[config.mk]
export PLATFORM = sky130hd
export DESIGN_NAME = tep_intc
export DESIGN_NICKNAME = d
export VERILOG_FILES = /design/src/rtl/tep_intc.sv
export SDC_FILE = /design/constraint.sdc
export NUM_CORES = 1
export LEC_CHECK = 0
export BUFFER_PORTS_ARGS = -buffer_cell sky130_fd_sc_hd__buf_2
export CAP_MARGIN = 20
export CORE_UTILIZATION = 47
export DETAILED_ROUTE_END_ITERATION = 10
export GPL_TIMING_DRIVEN = 0
export PLACE_DENSITY = 0.84
export SLEW_MARGIN = 10
export SYNTH_ARGS = -nofsm -noshare
export SYNTH_HDL_FRONTEND = slang
export SYNTH_HIERARCHICAL = 1
export SYNTH_SLANG_ARGS = --single-unit
export TNS_END_PERCENT = 50
[constraint.sdc]
create_clock -name m_clock -period 1.9 [get_ports m_clock]
set_input_delay 0.38 -clock m_clock [delete_from_list [all_inputs] [get_ports m_clock]]
set_output_delay 0.38 -clock m_clock [all_outputs]
set_load 0.05 [all_outputs]
[src/rtl/tep_intc.sv]
// Prioritized, edge-triggered interrupt controller for the TEP CPU.
// Per-source edge/pending bits feed a fixed-priority select and a REQ/SERVICE handshake.

module tep_intc_src (
  input  logic m_clock,
  input  logic p_reset,
  input  logic irq,
  input  logic clr,
  output logic pend
);
  logic prev;

  // A new edge wins over a concurrent clear, so a request is never lost.
  always_ff @(posedge m_clock or negedge p_reset) begin
    if (!p_reset) begin
      prev <= 1'b0;
      pend <= 1'b0;
    end else begin
      prev <= irq;
      pend <= (irq & ~prev) | (pend & ~clr);
    end
  end
endmodule

module tep_intc #(
  parameter int          NSRC     = 4,
  parameter logic [15:0] VEC_BASE = 16'hFFE0
) (
  input  logic            m_clock,
  input  logic            p_reset,
  input  logic [NSRC-1:0] irq_in,
  input  logic [1:0]      reg_adrs,
  input  logic [15:0]     reg_wdata,
  input  logic            reg_wr,
  output logic [15:0]     reg_rdata,
  output logic            int_req,
  output logic [15:0]     int_vec,
  input  logic            int_ack,
  input  logic            int_eoi
);
  typedef enum logic [1:0] {S_IDLE, S_REQ, S_SERVICE} state_t;

  localparam logic [1:0] A_PEND = 2'd0, A_MASK = 2'd1, A_STAT = 2'd2, A_CTRL = 2'd3;

  state_t          state, state_n;
  logic [2:0]      sel, sel_n, pri;
  logic [NSRC-1:0] pend, mask, elig, sel_oh, pend_clr;
  logic [7:0]      elig8;
  logic            gie, ack_hit;
  logic            unused_wdata;

  assign unused_wdata = &{1'b0, reg_wdata};

  tep_intc_src u_src [NSRC-1:0] (
    .m_clock (m_clock),
    .p_reset (p_reset),
    .irq     (irq_in),
    .clr     (pend_clr),
    .pend    (pend)
  );

  assign ack_hit = (state == S_REQ) && int_ack;

  always_comb begin
    elig   = gie ? (pend & mask) : '0;
    elig8  = '0;
    elig8[NSRC-1:0] = elig;
    sel_oh = '0;
    pri    = '0;
    for (int i = 0; i < NSRC; i++) sel_oh[i] = (sel == 3'(i));
    for (int i = NSRC-1; i >= 0; i--) if (elig[i]) pri = 3'(i);
    pend_clr = ((reg_wr && reg_adrs == A_PEND) ? reg_wdata[NSRC-1:0] : '0)
             | (ack_hit ? sel_oh : '0);
  end

  // sel is only reloaded from IDLE, so a higher-priority arrival never preempts REQ.
  always_comb begin
    state_n = state;
    sel_n   = sel;
    case (state)
      S_IDLE:    if (|elig) begin state_n = S_REQ; sel_n = pri; end
      S_REQ:     if (int_ack) state_n = S_SERVICE;
                 else if (!elig8[sel]) state_n = S_IDLE;
      S_SERVICE: if (int_eoi) state_n = S_IDLE;
      default:   state_n = S_IDLE;
    endcase
  end

  always_ff @(posedge m_clock or negedge p_reset) begin
    if (!p_reset) begin
      state <= S_IDLE;
      sel   <= '0;
      mask  <= '0;
      gie   <= 1'b0;
    end else begin
      state <= state_n;
      sel   <= sel_n;
      if (reg_wr && reg_adrs == A_MASK) mask <= reg_wdata[NSRC-1:0];
      if (reg_wr && reg_adrs == A_CTRL) gie  <= reg_wdata[0];
    end
  end

  assign int_req = (state == S_REQ);
  assign int_vec = int_req ? VEC_BASE + {12'd0, sel, 1'b0} : 16'd0;

  always_comb begin
    reg_rdata = '0;
    case (reg_adrs)
      A_PEND: reg_rdata[NSRC-1:0] = pend;
      A_MASK: reg_rdata[NSRC-1:0] = mask;
      A_STAT: reg_rdata = {state == S_SERVICE, state == S_REQ, 11'd0, sel};
      A_CTRL: reg_rdata[0] = gie;
      default: reg_rdata = '0;
    endcase
  end
endmodule

; ---- Yosys cells after proc, flatten, opt, wreduce, memory -nomap -nowiden
; Cells that the tools add are included.
[classes]
addsub = 1
order_cmp = 1
eq_ne = 11
n_mux = 18
n_bitwise = 22
n_reduce_logical = 10
[op_table]
columns = op, count
row1 = 16-bit 2-to-1 mux, 1
row2 = 2-bit 2-to-1 mux, 7
row3 = 12-bit 2-to-1 mux, 1
row4 = 4-bit 2-to-1 mux, 3
row5 = 3-bit case mux with 3 select lines, 1
row6 = 1-bit AND, 8
row7 = 1-bit inverter, 8
row8 = 6-bit by 5-bit adder with 7-bit output (first input constant), 1
row9 = 2-bit == test (second input constant), 3
row10 = 3-bit by 2-bit == test with 1-bit output (second input constant), 2
row11 = 2-bit case mux with 3 select lines, 1
row12 = 4-bit AND, 1
row13 = 2-bit by 1-bit == test with 1-bit output (second input constant), 2
row14 = 1-bit logical AND, 4
row15 = 2-bit logical NOT, 2
row16 = 3-bit by 4-bit less-than comparator with 1-bit output (second input constant), 1
row17 = 2-bit != test (second input constant), 2
row18 = 1-bit OR, 4
row19 = 4-bit OR, 1
row20 = 1-bit case mux with 4 select lines, 1
row21 = 4-bit OR reduction, 1
row22 = 1-bit binary-select mux with 3-bit select, 1
row23 = 3-bit by 1-bit == test with 1-bit output (second input constant), 1
row24 = 3-bit logical NOT, 1
row25 = 5 further kinds, 5
[totals]
regBits = 18
in_bits = 27
output_inout_bits = 33
elab_cells = 75

; ---- Depth between registers and ports, before layout
; Gate-level depths: netlist (run 1).
[logic_depth]
depth_word = 7
depth_mapped = 6
ltp_nobuf = 5

; ---- Modules after synthesis
; Netlist (run 1), hierarchy kept.
[by_module_without_submodules]
columns = module, n_inst, cells_each, area_each_um2, seq_area_each_um2
row1 = tep_intc, 1, 87, 818.3, 225.2
row2 = tep_intc_src, 4, 5, 70.1, 50.0

; ---- Worst setup path after synthesis (run 1)
; OpenSTA, ideal clock, no wires.
[synth_timing]
kind = input to output
startpoint = in reg_adrs[0]
endpoint = out reg_rdata[1]
arrival_ns = 1.746
required_time_ns = 1.520
path_slack_ns = -0.226
path_stages = 3
n_path_buf = 1
path_cell_list = buf_4 mux2i_1 o21ai_0
[synth_between]
elab_chain_cells = 2
word_cells_on_any_way = 4
cone_classes = eq/ne: 2 / mux: 1 / reduce/logical: 1
[synth_lines]
columns = element, line
row1 = from (decl), 32  ; input logic [1:0] reg_adrs,
row2 = "2-bit == test, or another cell as far along", 108  ; case (reg_adrs)
row3 = 3-bit case mux with 3 select lines (*), 108
row4 = to (decl), 35  ; output logic [15:0] reg_rdata,
; Mark *: on every way between the ends. The rest lies on a longest branch, timed or not.

; ---- Worst setup path in the final report (run 1)
[layout_timing]
startpoint = reg sel[0]
endpoint = out reg_rdata[0]
[layout_between]
elab_chain_cells = 1
[layout_lines]
columns = element, line
row1 = from (decl), 46  ; logic [2:0] sel, sel_n, pri;
row2 = from (signal assigned), 97  ; sel <= sel_n;
row3 = 1-bit case mux with 4 select lines, 108
; No other way between the ends.

==> metrics.md, run 1 <==
| Metric | Value |
|---|---|
| Run status | complete, but fails checks |
| Violated checks | hold timing |
| H-tree levels | 1 |
| Clock transition at the registers of the reported paths | 0.09 ns |
| Core area | 2212 um2 |
| Worst Path Arrival | 1.45 ns |
| TNS Setup | 0 ns |
| Syn. warnings | 6 |
| Fmax | 0.5458 GHz |
| Clock skew | 0.0003368 ns |
| Later-pin clock latency in the skew report | 0.28 ns |
| Largest cells by area after synthesis | dfrtp_1 (39%), buf_4 (18%), mux2_2 (5.1%), o22ai_2 (4.6%), mux4_2 (4.1%) |
| Total Routing Usage GR | 18.44% |
| Min Tclk post-route | 1.832 ns |
| Crit Path Max Fanout | 6 |
| Endpoints failing setup | 0 |
| CTS Hold Bufs | 0 |
| Leading area contributor after synthesis | dfrtp_1 |
| Multi-input logic area | 484.2 um2 |
| Vias in the first global route | 800 |
| I/O pins | 60 |
| Max Cap Viol | 0 |
| Root Driver | clkbuf_4 |
| Antenna-violating nets left | 0 |
| Final Max Tran Viols | 0 |
| Cell Rows | 17 |
| Cells after synthesis | 107 |
| Met1 Track Usage GR | 21.83% |
| Slowest Stage Delay on Critical Path | 0.48 ns |
| Placer congestion estimate | 0.8270 |
| Wire per inst | 11.50 um |
| Synthesized area | 1099 um2 |
| Final wirelength | 2105 um |
| Port bufs | 32 |
| CTS Buffer Depth | 2 |
| CTS tree | yes |
| Post-synth EDFFs | 0 |
| Routing usage on met2 | 32.89% |
| Die height | 50.35 um |
| Share of cells above drive strength 1 | 51.61% |
| Vias after detailed routing | 841 |
| Final HPWL DP | 1650 um |
| Post-CTS Setup Inserts | 0 |
| Grt ovf | 0 |
| Kind of critical path | reg -> out |
| Lkg Pwr | 0.7798 nW |
| GR peak layer | met2 |
| Worst path cell trace | mux4_2 > buf_2 |
| Fill count | 212 |
| First-pass detailed-route iteration total | 4 |
| DRT iter0 DRCs | 13 |
| Post-synthesis sequential area ratio | 38.72% |
| Yosys reg bits | 17 |
| Ys flop type | dfrtp_1 |
| Layout area overhead | 24.83% |
| Setup crit end kind | output pin |
| DRC | 0 |
| HP Class | in -> async |
| Pre-CTS setup slack | 0.2172 ns |
| Vias per cell | 4.596 |
| Critical Path Start Type | register |
| Initial Utilization | 49.66% |
| Final nets | 183 |
| Maximum VDD drop | 911.2 uV |
| Num CTS Buffers | 3 |
| Initial antenna violation count | 0 |
| Final Worst Setup Slack | 0.06782 ns |
| Synth top area share | 38.72% |
| Hold_ws | -0.0001683 ns |
| Die Width | 50.35 um |
| Unique masters post-synth | 26 |
| Pwr per Cell Area | 1484 nW/um2 |
| Ant diodes | 0 |
| CP max-delay cell | mux4_2 |
| Syn Area/Cell | 10.27 um2 |
| Die area | 2535 um2 |
| Final hold violation count | 1 |
| RSZ-0062 raised after global routing | no |
| Largest net degree at the start of global routing | 19 |
| Worst Path Required | 1.52 ns |
| Util after Layout | 61.99% |
| Post-synth ARST share | 100.0% |
| Final Cycle Share | 96.43% |
| Post-CTS resize count | 0 |
| Storage cell area | 426.7 um2 |
| # clock sinks | 17 |
| First-pass GRT wire length | 3532 um |
| Met3 Track Usage GR | 3.636% |
## per-stage QoR
stage	power [mW]	instance area, um2	cells
finish	2.035	1371	183
CTS	2.037	1365	183
floorplan	1.615	1144	119
global route	2.140	1371	183
global placement	1.809	1339	179
detailed placement	1.847	1339	179
## synth_stat cells, types with 3 or more instances
| library cell | instances |
|---|---|
| a21oi_1 | 3 |
| buf_4 | 26 |
| dfrtp_1 | 17 |
| inv_1 | 9 |
| mux2_2 | 5 |
| mux2i_1 | 3 |
| nand2_1 | 9 |
| nand3_1 | 3 |
| nor2_1 | 3 |
| o21ai_0 | 4 |
| o22ai_2 | 4 |
## flip-flops by register name, summed over array words and instances, names as in the netlist
register / count
gie: 1
mask: 4
sel: 2
state: 2
u_src/pend: 4
u_src/prev: 4
## where the power goes
group,switching [mW],internal (mW)
registers,0.101,0.449
logic,0.858,0.435
clock network,0.110,0.0816
total,1.07,0.966
## kinds of logic (layout without fill, tap and decap cells)
logic type	Yosys count	in the layout	share of synthesized area (%)
AOI/OAI and AO/OA	15	15	10.93
buffers and inverters	36	72	21.30
and+or+nand+nor	27	27	15.38
muxes	11	11	13.32
DFF	17	17	38.72
other	1	13	0.3414
## worst paths after layout
| check | slack, ns | depth (start not counted) | to | from |
|---|---|---|---|---|
| worst max-delay path | 0.07 | 2 | reg_rdata[0] | sel[0] |
| worst min-delay path | -0.0002 | 1 | u_src[1]/prev | p_reset |
| worst max register to register | 0.53 | 5 | u_src[3]/pend | state[0] |
| worst min register to register | 0.45 | 1 | u_src[2]/pend | u_src[2]/prev |
| max in group asynchronous | 1.60 | 1 | sel[0] | p_reset |
| min in group m_clock | 0.21 | 1 | u_src[3]/prev | irq_in[3] |
## final cells by class
cell class | count | area share [%]
timing repair buffer | 32 | 12.04
inverter | 9 | 2.463
tap | 28 | 2.555
clock buffer | 4 | 1.916
multi-input combinational | 66 | 35.31
sequential | 17 | 31.11
buffer | 27 | 14.60
## placed cells by master (no fill, tap or decap), drive strengths merged, types with 4 or more instances in the layout
cell    netlist  final
buf          27     57
clkbuf        0      6
conb          1     13
dfrtp        17     17
inv           9      9
mux2          6      6
nand2        10     10
o21ai         6      6
o22ai         4      4
## per-layer routing
metal  vias up  part of all wire [%]
li1        415                     -
met1       377                    41
met2        45                    51
met3         4                   6.8
met4         0                  0.90
met5         -                     0
## critical path: cells and delay by family (launching register included)
family / cells / cell delay, ns
buf+inv: 1 / 0.23
flops: 1 / 0.46
mux: 1 / 0.48
No activity file was read; power rests on OpenSTA's default activity.
==> run 2, diff against run 1 <==
CORE_MARGIN = 2   (was default)
CTS_CLUSTER_SIZE = 14   (was default)
==> metrics.md, run 2 (same netlist as run 1, synthesis figures left out) <==
| Metric | Value |
|---|---|
| Cell Rows | 17 (unchanged) |
| Pwr per Cell Area | 1484 nW/um2 (about the same) |
| Wire per inst | 12.04 um (was 11.50 um) |
| Final hold violation count | 6 (was 1) |
| Final nets | 183 (unchanged) |
| Run status | complete, but fails checks (unchanged) |
| Root Driver | clkbuf_4 (unchanged) |
| Layout area overhead | 24.49% (was 24.83%) |
| Logic gate share of total power | 63.7% (was 63.5%) |
| Lkg Pwr | 0.7817 nW (was 0.7798 nW) |
| Setup crit end kind | output pin (unchanged) |
| Fill count | 205 (was 212) |
| Min Tclk post-route | 1.838 ns (was 1.832 ns) |
| First-pass GRT wire length | 3505 um (was 3532 um) |
| Vias in the first global route | 825 (was 800) |
| H-tree levels | 1 (unchanged) |
| Die height | 52.35 um (was 50.35 um) |
| Violated checks | hold timing (unchanged) |
| Reg power frac | 26.9% (was 27.0%) |
| Worst Path Required | 1.52 ns (about the same) |
| Port bufs | 32 (unchanged) |
| CTS Buffer Depth | 2 (unchanged) |
| Vias per cell | 4.694 (was 4.596) |
| Most common cell after layout, fill and taps aside | buf_2 (unchanged) |
| Total Routing Usage GR | 17.78% (was 18.44%) |
| Internal power | 960.9 uW (was 965.7 uW) |
| Final Cycle Share | 96.76% (was 96.43%) |
| Clock transition at the registers of the reported paths | 0.09 ns (about the same) |
| Die area | 2740 um2 (was 2535 um2) |
| Vias after detailed routing | 859 (was 841) |
| Kind of critical path | reg -> out (unchanged) |
| Top Registers | mask: 4 flops, u_src/pend: 4 flops, u_src/prev: 4 flops (unchanged) |
| Initial Utilization | 49.66% (unchanged) |
| Num CTS Buffers | 3 (unchanged) |
| Max Cap Viol | 0 (unchanged) |
| DRT iter0 DRCs | 20 (was 13) |
| Clock Power Share | 9.4% (about the same) |
| Clock skew | 0.0009063 ns (was 0.0003368 ns) |
| Maximum VDD drop | 929.4 uV (was 911.2 uV) |
| Grt ovf | 0 (unchanged) |
| Worst Path Arrival | 1.46 ns (was 1.45 ns) |
| Fin cells | 183 (unchanged) |
| Initial antenna violation count | 0 (unchanged) |
| First-pass detailed-route iteration total | 4 (unchanged) |
| Final wirelength | 2203 um (was 2105 um) |
| Fmax | 0.5439 GHz (was 0.5458 GHz) |
| Placer congestion estimate | 0.8384 (was 0.8270) |
| Share of cells above drive strength 1 | 50.97% (was 51.61%) |
| RSZ-0062 raised after global routing | no (unchanged) |
| Core area | 2212 um2 (unchanged) |
| Final Max Tran Viols | 0 (unchanged) |
| Crit Path Max Fanout | 6 (unchanged) |
| Antenna-violating nets left | 0 (unchanged) |
| DRC | 0 (unchanged) |
| CTS tree | yes (unchanged) |
| Final HPWL DP | 1785 um (was 1650 um) |
| Ant diodes | 0 (unchanged) |
| # clock sinks | 17 (unchanged) |
| Sw power | 1.068 mW (was 1.069 mW) |
| TNS Setup | 0 ns (unchanged) |
| Largest net degree at the start of global routing | 19 (unchanged) |
| Die Width | 52.35 um (was 50.35 um) |
| HP Class | in -> async (unchanged) |
| Inst Count DP | 179 (unchanged) |
| Most frequent cells in the layout | buf_2 (32), buf_4 (26), dfrtp_1 (17), conb_1 (13) (was buf_2 (31), buf_4 (26), dfrtp_1 (16), conb_1 (13)) |
| Switching portion of total power | 52.65% (was 52.54%) |
| Post-CTS Setup Inserts | 0 (unchanged) |
| Endpoints failing setup | 0 (unchanged) |
| Later-pin clock latency in the skew report | 0.29 ns (was 0.28 ns) |
| I/O pins | 60 (unchanged) |
| Hold_ws | -0.003723 ns (was -0.0001683 ns) |
| Critical Path Start Type | register (unchanged) |
## run 2: path summary, 6_finish.rpt
| path | start | slack [ns] | to | cells after the start |
|---|---|---|---|---|
| max | sel[0] | 0.06 | reg_rdata[0] | 2 |
| min | p_reset | -0.004 | u_src[1]/prev | 1 |
| max reg2reg | state[0] | 0.50 | u_src[1]/pend | 5 |
| min reg2reg | u_src[2]/prev | 0.46 | u_src[2]/pend | 1 |
| max in group asynchronous | p_reset | 1.63 | mask[2] | 1 |
| min in group m_clock | irq_in[3] | 0.20 | u_src[3]/prev | 1 |
## run 2: what timing repair did
action / CTS / global route
hold endpoints to repair: 0 / 0
resized for setup: 0 / 1
endpoints found under the setup margin: 0 / 1
hold buffers: 0 / 0
## run 2: critical path, cell delays in order, from the launching register on
cell and delay [ns]:
dfrtp_1 0.46, mux4_2 0.48, buf_2 0.22
## run 2: per-layer routing
metal  GRT usage (%)  wire (um)  vias up  part of all wire (%)
li1                -          -      416                     -
met1           18.82        851      386                    39
met2           33.54       1109       48                    50
met3           2.571        180        9                   8.2
met4           8.974         61        0                   2.8
met5               0          0        -                     0
## run 2: area by class of cell
class / count / area, um2 / area share [%]
clock buffer: 4 / 26.28 / 1.921
sequential: 17 / 425.4 / 31.11
multi-input combinational: 66 / 484.2 / 35.41
inverter: 9 / 33.78 / 2.470
tap: 28 / 35.03 / 2.562
buffer: 27 / 200.2 / 14.64
timing repair buffer: 32 / 162.7 / 11.89
## run 2: stage by stage
stage          setup slack [ns]  power [mW]  util (%)  cell area, um2
6_report                0.06154       2.029     61.82            1368
4_1_cts                 0.04236       2.038     61.71            1365
2_1_floorplan           -0.1992       1.615         -            1144
5_1_grt                0.007221       2.132     61.82            1368
3_3_place_gp             0.2307       1.813     60.52            1339
3_5_place_dp             0.2315       1.849     60.52            1339
## run 2: power groups by stage
stage	Combinational, mW	Clock, mW	Sequential [mW]
after floorplan	1.09	0	0.524
after global placement	1.27	0	0.547
after detailed placement	1.30	0	0.554
after CTS	1.30	0.194	0.546
after global routing	1.37	0.205	0.559
final	1.29	0.191	0.546
==> run 3, diff against run 2 <==
CORE_UTILIZATION = 46   (was 47)
SYNTH_HIERARCHICAL = default   (was 1)
==> metrics.md, run 3 <==
| Metric | Value |
|---|---|
| Run status | completed (was complete, but fails checks) |
| Synthesized area | 1032 um2 (was 1099 um2) |
| Largest net degree at the start of global routing | 19 (unchanged) |
| Die area | 2639 um2 (was 2740 um2) |
| Critical Path Start Type | register (unchanged) |
| H-tree levels | 1 (unchanged) |
| Crit Path Max Fanout | 7 (was 6) |
| Final nets | 181 (was 183) |
| Largest cells by area after synthesis | dfrtp_1 (41%), buf_4 (18%), mux2_2 (6.5%), mux4_2 (4.4%), nand2_1 (4.4%) (was dfrtp_1 (39%), buf_4 (18%), mux2_2 (5.1%), o22ai_2 (4.6%), mux4_2 (4.1%)) |
| TNS Setup | 0 ns (unchanged) |
| Vias in the first global route | 772 (was 825) |
| Post-CTS Setup Inserts | 0 (unchanged) |
| Kind of critical path | reg -> out (unchanged) |
| Die height | 51.37 um (was 52.35 um) |
| Num CTS Buffers | 3 (unchanged) |
| Pwr per Cell Area | 1512 nW/um2 (was 1484 nW/um2) |
| Unique masters post-synth | 26 (unchanged) |
| Root Driver | clkbuf_4 (unchanged) |
| Share of cells above drive strength 1 | 48.37% (was 50.97%) |
| Yosys reg bits | 17 (unchanged) |
| # clock sinks | 17 (unchanged) |
| I/O pins | 60 (unchanged) |
| Final Cycle Share | 96.48% (was 96.76%) |
| CTS tree | yes (unchanged) |
| Fin cells | 181 (was 183) |
| Pre-CTS setup slack | 0.2604 ns (was 0.2315 ns) |
| Most numerous cell in the Yosys netlist | buf_4 (unchanged) |
| Later-pin clock latency in the skew report | 0.29 ns (about the same) |
| Max Cap Viol | 0 (unchanged) |
| DRT iter0 DRCs | 13 (was 20) |
| Fmax | 0.5455 GHz (was 0.5439 GHz) |
| Cell Rows | 17 (unchanged) |
| Antenna-violating nets left | 0 (unchanged) |
| Lkg Pwr | 0.7106 nW (was 0.7817 nW) |
| Min Tclk post-route | 1.833 ns (was 1.838 ns) |
| First-pass detailed-route iteration total | 4 (unchanged) |
| Most frequent cells in the layout | buf_2 (32), buf_4 (26), dfrtp_1 (17), conb_1 (13), nand2_1 (12) (was buf_2 (32), buf_4 (26), dfrtp_1 (17), conb_1 (13)) |
| Util after Layout | 60.55% (was 61.82%) |
| Worst Path Arrival | 1.45 ns (was 1.46 ns) |
| Cells after synthesis | 104 (was 107) |
| Maximum VDD drop | 1075 uV (was 929.4 uV) |
| R2R depth | 5 (unchanged) |
| RSZ-0062 raised after global routing | no (unchanged) |
| Ys flop type | dfrtp_1 (unchanged) |
| Vias after detailed routing | 829 (was 859) |
| Synth top area share | 41.21% (was 38.72%) |
| Endpoints failing setup | 0 (unchanged) |
| Ant diodes | 0 (unchanged) |
| Placer congestion estimate | 0.8337 (was 0.8384) |
| Inst Count DP | 176 (was 179) |
| Port bufs | 32 (unchanged) |
| Final hold violation count | 0 (was 6) |
| CTS Buffer Depth | 2 (unchanged) |
| Setup crit end kind | output pin (unchanged) |
| Vias per cell | 4.580 (was 4.694) |
| Clock skew | 0.001223 ns (was 0.0009063 ns) |
| Post-synthesis sequential area ratio | 41.21% (was 38.72%) |
| Post-synth ARST share | 100.0% (unchanged) |
| DRC | 0 (unchanged) |
| Syn. warnings | 0 (was 6) |
| Final Worst Setup Slack | 0.06692 ns (was 0.06154 ns) |
| Syn Area/Cell | 9.925 um2 (was 10.27 um2) |
| First-pass GRT wire length | 3263 um (was 3505 um) |
| HP Class | in -> reg (was in -> async) |
| Final Max Tran Viols | 0 (unchanged) |
| Layout area overhead | 27.27% (was 24.49%) |
| Final HPWL DP | 1618 um (was 1785 um) |
| Wire per inst | 11.09 um (was 12.04 um) |
| Post-synth EDFFs | 0 (unchanged) |
| Die Width | 51.37 um (was 52.35 um) |
| Leading area contributor after synthesis | dfrtp_1 (unchanged) |
| Worst Path Required | 1.52 ns (about the same) |
| Final wirelength | 2008 um (was 2203 um) |
| Synth cell count leaders | buf_4 (25), dfrtp_1 (17), nand2_1 (12) (was buf_4 (26), dfrtp_1 (17), inv_1 (9), nand2_1 (9), mux2_2 (5)) |
| Post-route cell area | 1314 um2 (was 1368 um2) |
| Post-Place Cell Area | 1272 um2 (was 1339 um2) |
| Most common cell after layout, fill and taps aside | buf_2 (unchanged) |
| Core area | 2170 um2 (was 2212 um2) |
| Top Registers | mask: 4 flops, u_src.pend: 4 flops, u_src.prev: 4 flops (was mask: 4 flops, u_src/pend: 4 flops, u_src/prev: 4 flops) |
| Initial Utilization | 47.58% (was 49.66%) |
| Initial antenna violation count | 0 (unchanged) |
| Total Routing Usage GR | 16.85% (was 17.78%) |
| Design Power | 1.986 mW (was 2.029 mW) |
| Grt ovf | 0 (unchanged) |
| Clock transition at the registers of the reported paths | 0.09 ns (about the same) |
| Hold depth | 1 |
| Hold_ws | 0.1959 ns (was -0.003723 ns) |
-- run 3: changes by cell type in the layout (fill, tap and decap cells not counted), sizes merged --
cell / before / now
inv: 9 / 5
o22ai: 4 / 0
a22o: 2 / 0
nand2: 10 / 12
o211ai: 0 / 2
o21ai: 6 / 8
o311ai: 0 / 2
dlygate4sd3: 0 / 1
nor2: 3 / 2
-- run 3: layer usage --
layer,wire (um),GRT usage [%],vias up,share of wire [%]
met5,0,0,-,0
met3,159,2.047,5,7.9
met2,1002,29.70,40,50
met1,801,19.70,370,40
li1,-,-,414,-
met4,45,9.211,0,2.2
-- run 3: what timing repair did --
action / in CTS / in global routing
hold buffers: 1 / 0
pin swaps: 0 / 0
endpoints found under the hold margin: 17 / 0
gates resized for setup: 1 / 1
endpoints found under the setup margin: 3 / 1
-- run 3: final cells by class --
| cell class | count | area, um2 |
|---|---|---|
| fill | 217 | 855.8 |
| timing repair buffer | 33 | 172.7 |
| clock buffer | 4 | 26.28 |
| inverter | 5 | 18.77 |
| sequential | 17 | 425.4 |
| buffer | 27 | 200.2 |
| multi-input combinational | 67 | 435.4 |
| tap | 28 | 35.03 |
-- run 3: logic make-up after synthesis --
| group | count (synthesis) | synth area share, % |
|---|---|---|
| flops | 17 | 41.21 |
| simple gates | 28 | 14.79 |
| compound gates | 15 | 8.848 |
| mux | 11 | 13.82 |
| other cells | 1 | 0.3633 |
| buf+inv | 32 | 20.97 |
-- run 3: report_power, final --
group | internal, mW | switching [mW] | total, mW | leakage, nW
Combinational | 0.407 | 0.843 | 1.25 | 0.498
Clock | 0.0819 | 0.109 | 0.191 | 0.0150
Sequential | 0.447 | 0.0973 | 0.545 | 0.197
-- run 3: worst max-delay path: stages, from the launching register on --
cell,delay [ns]
dfrtp_1,0.46
mux4_2,0.47
buf_2,0.22
-- run 3: final timing paths --
path,slack (ns),startpoint,end
setup / recovery,0.07,sel[0],reg_rdata[0]
hold / removal,0.20,irq_in[2],u_src[2].prev
setup reg to reg,0.56,state[1],u_src[0].pend
hold reg to reg,0.41,u_src[2].prev,u_src[2].pend
max in group asynchronous,1.11,p_reset,gie
min in group asynchronous,0.52,p_reset,u_src[2].prev
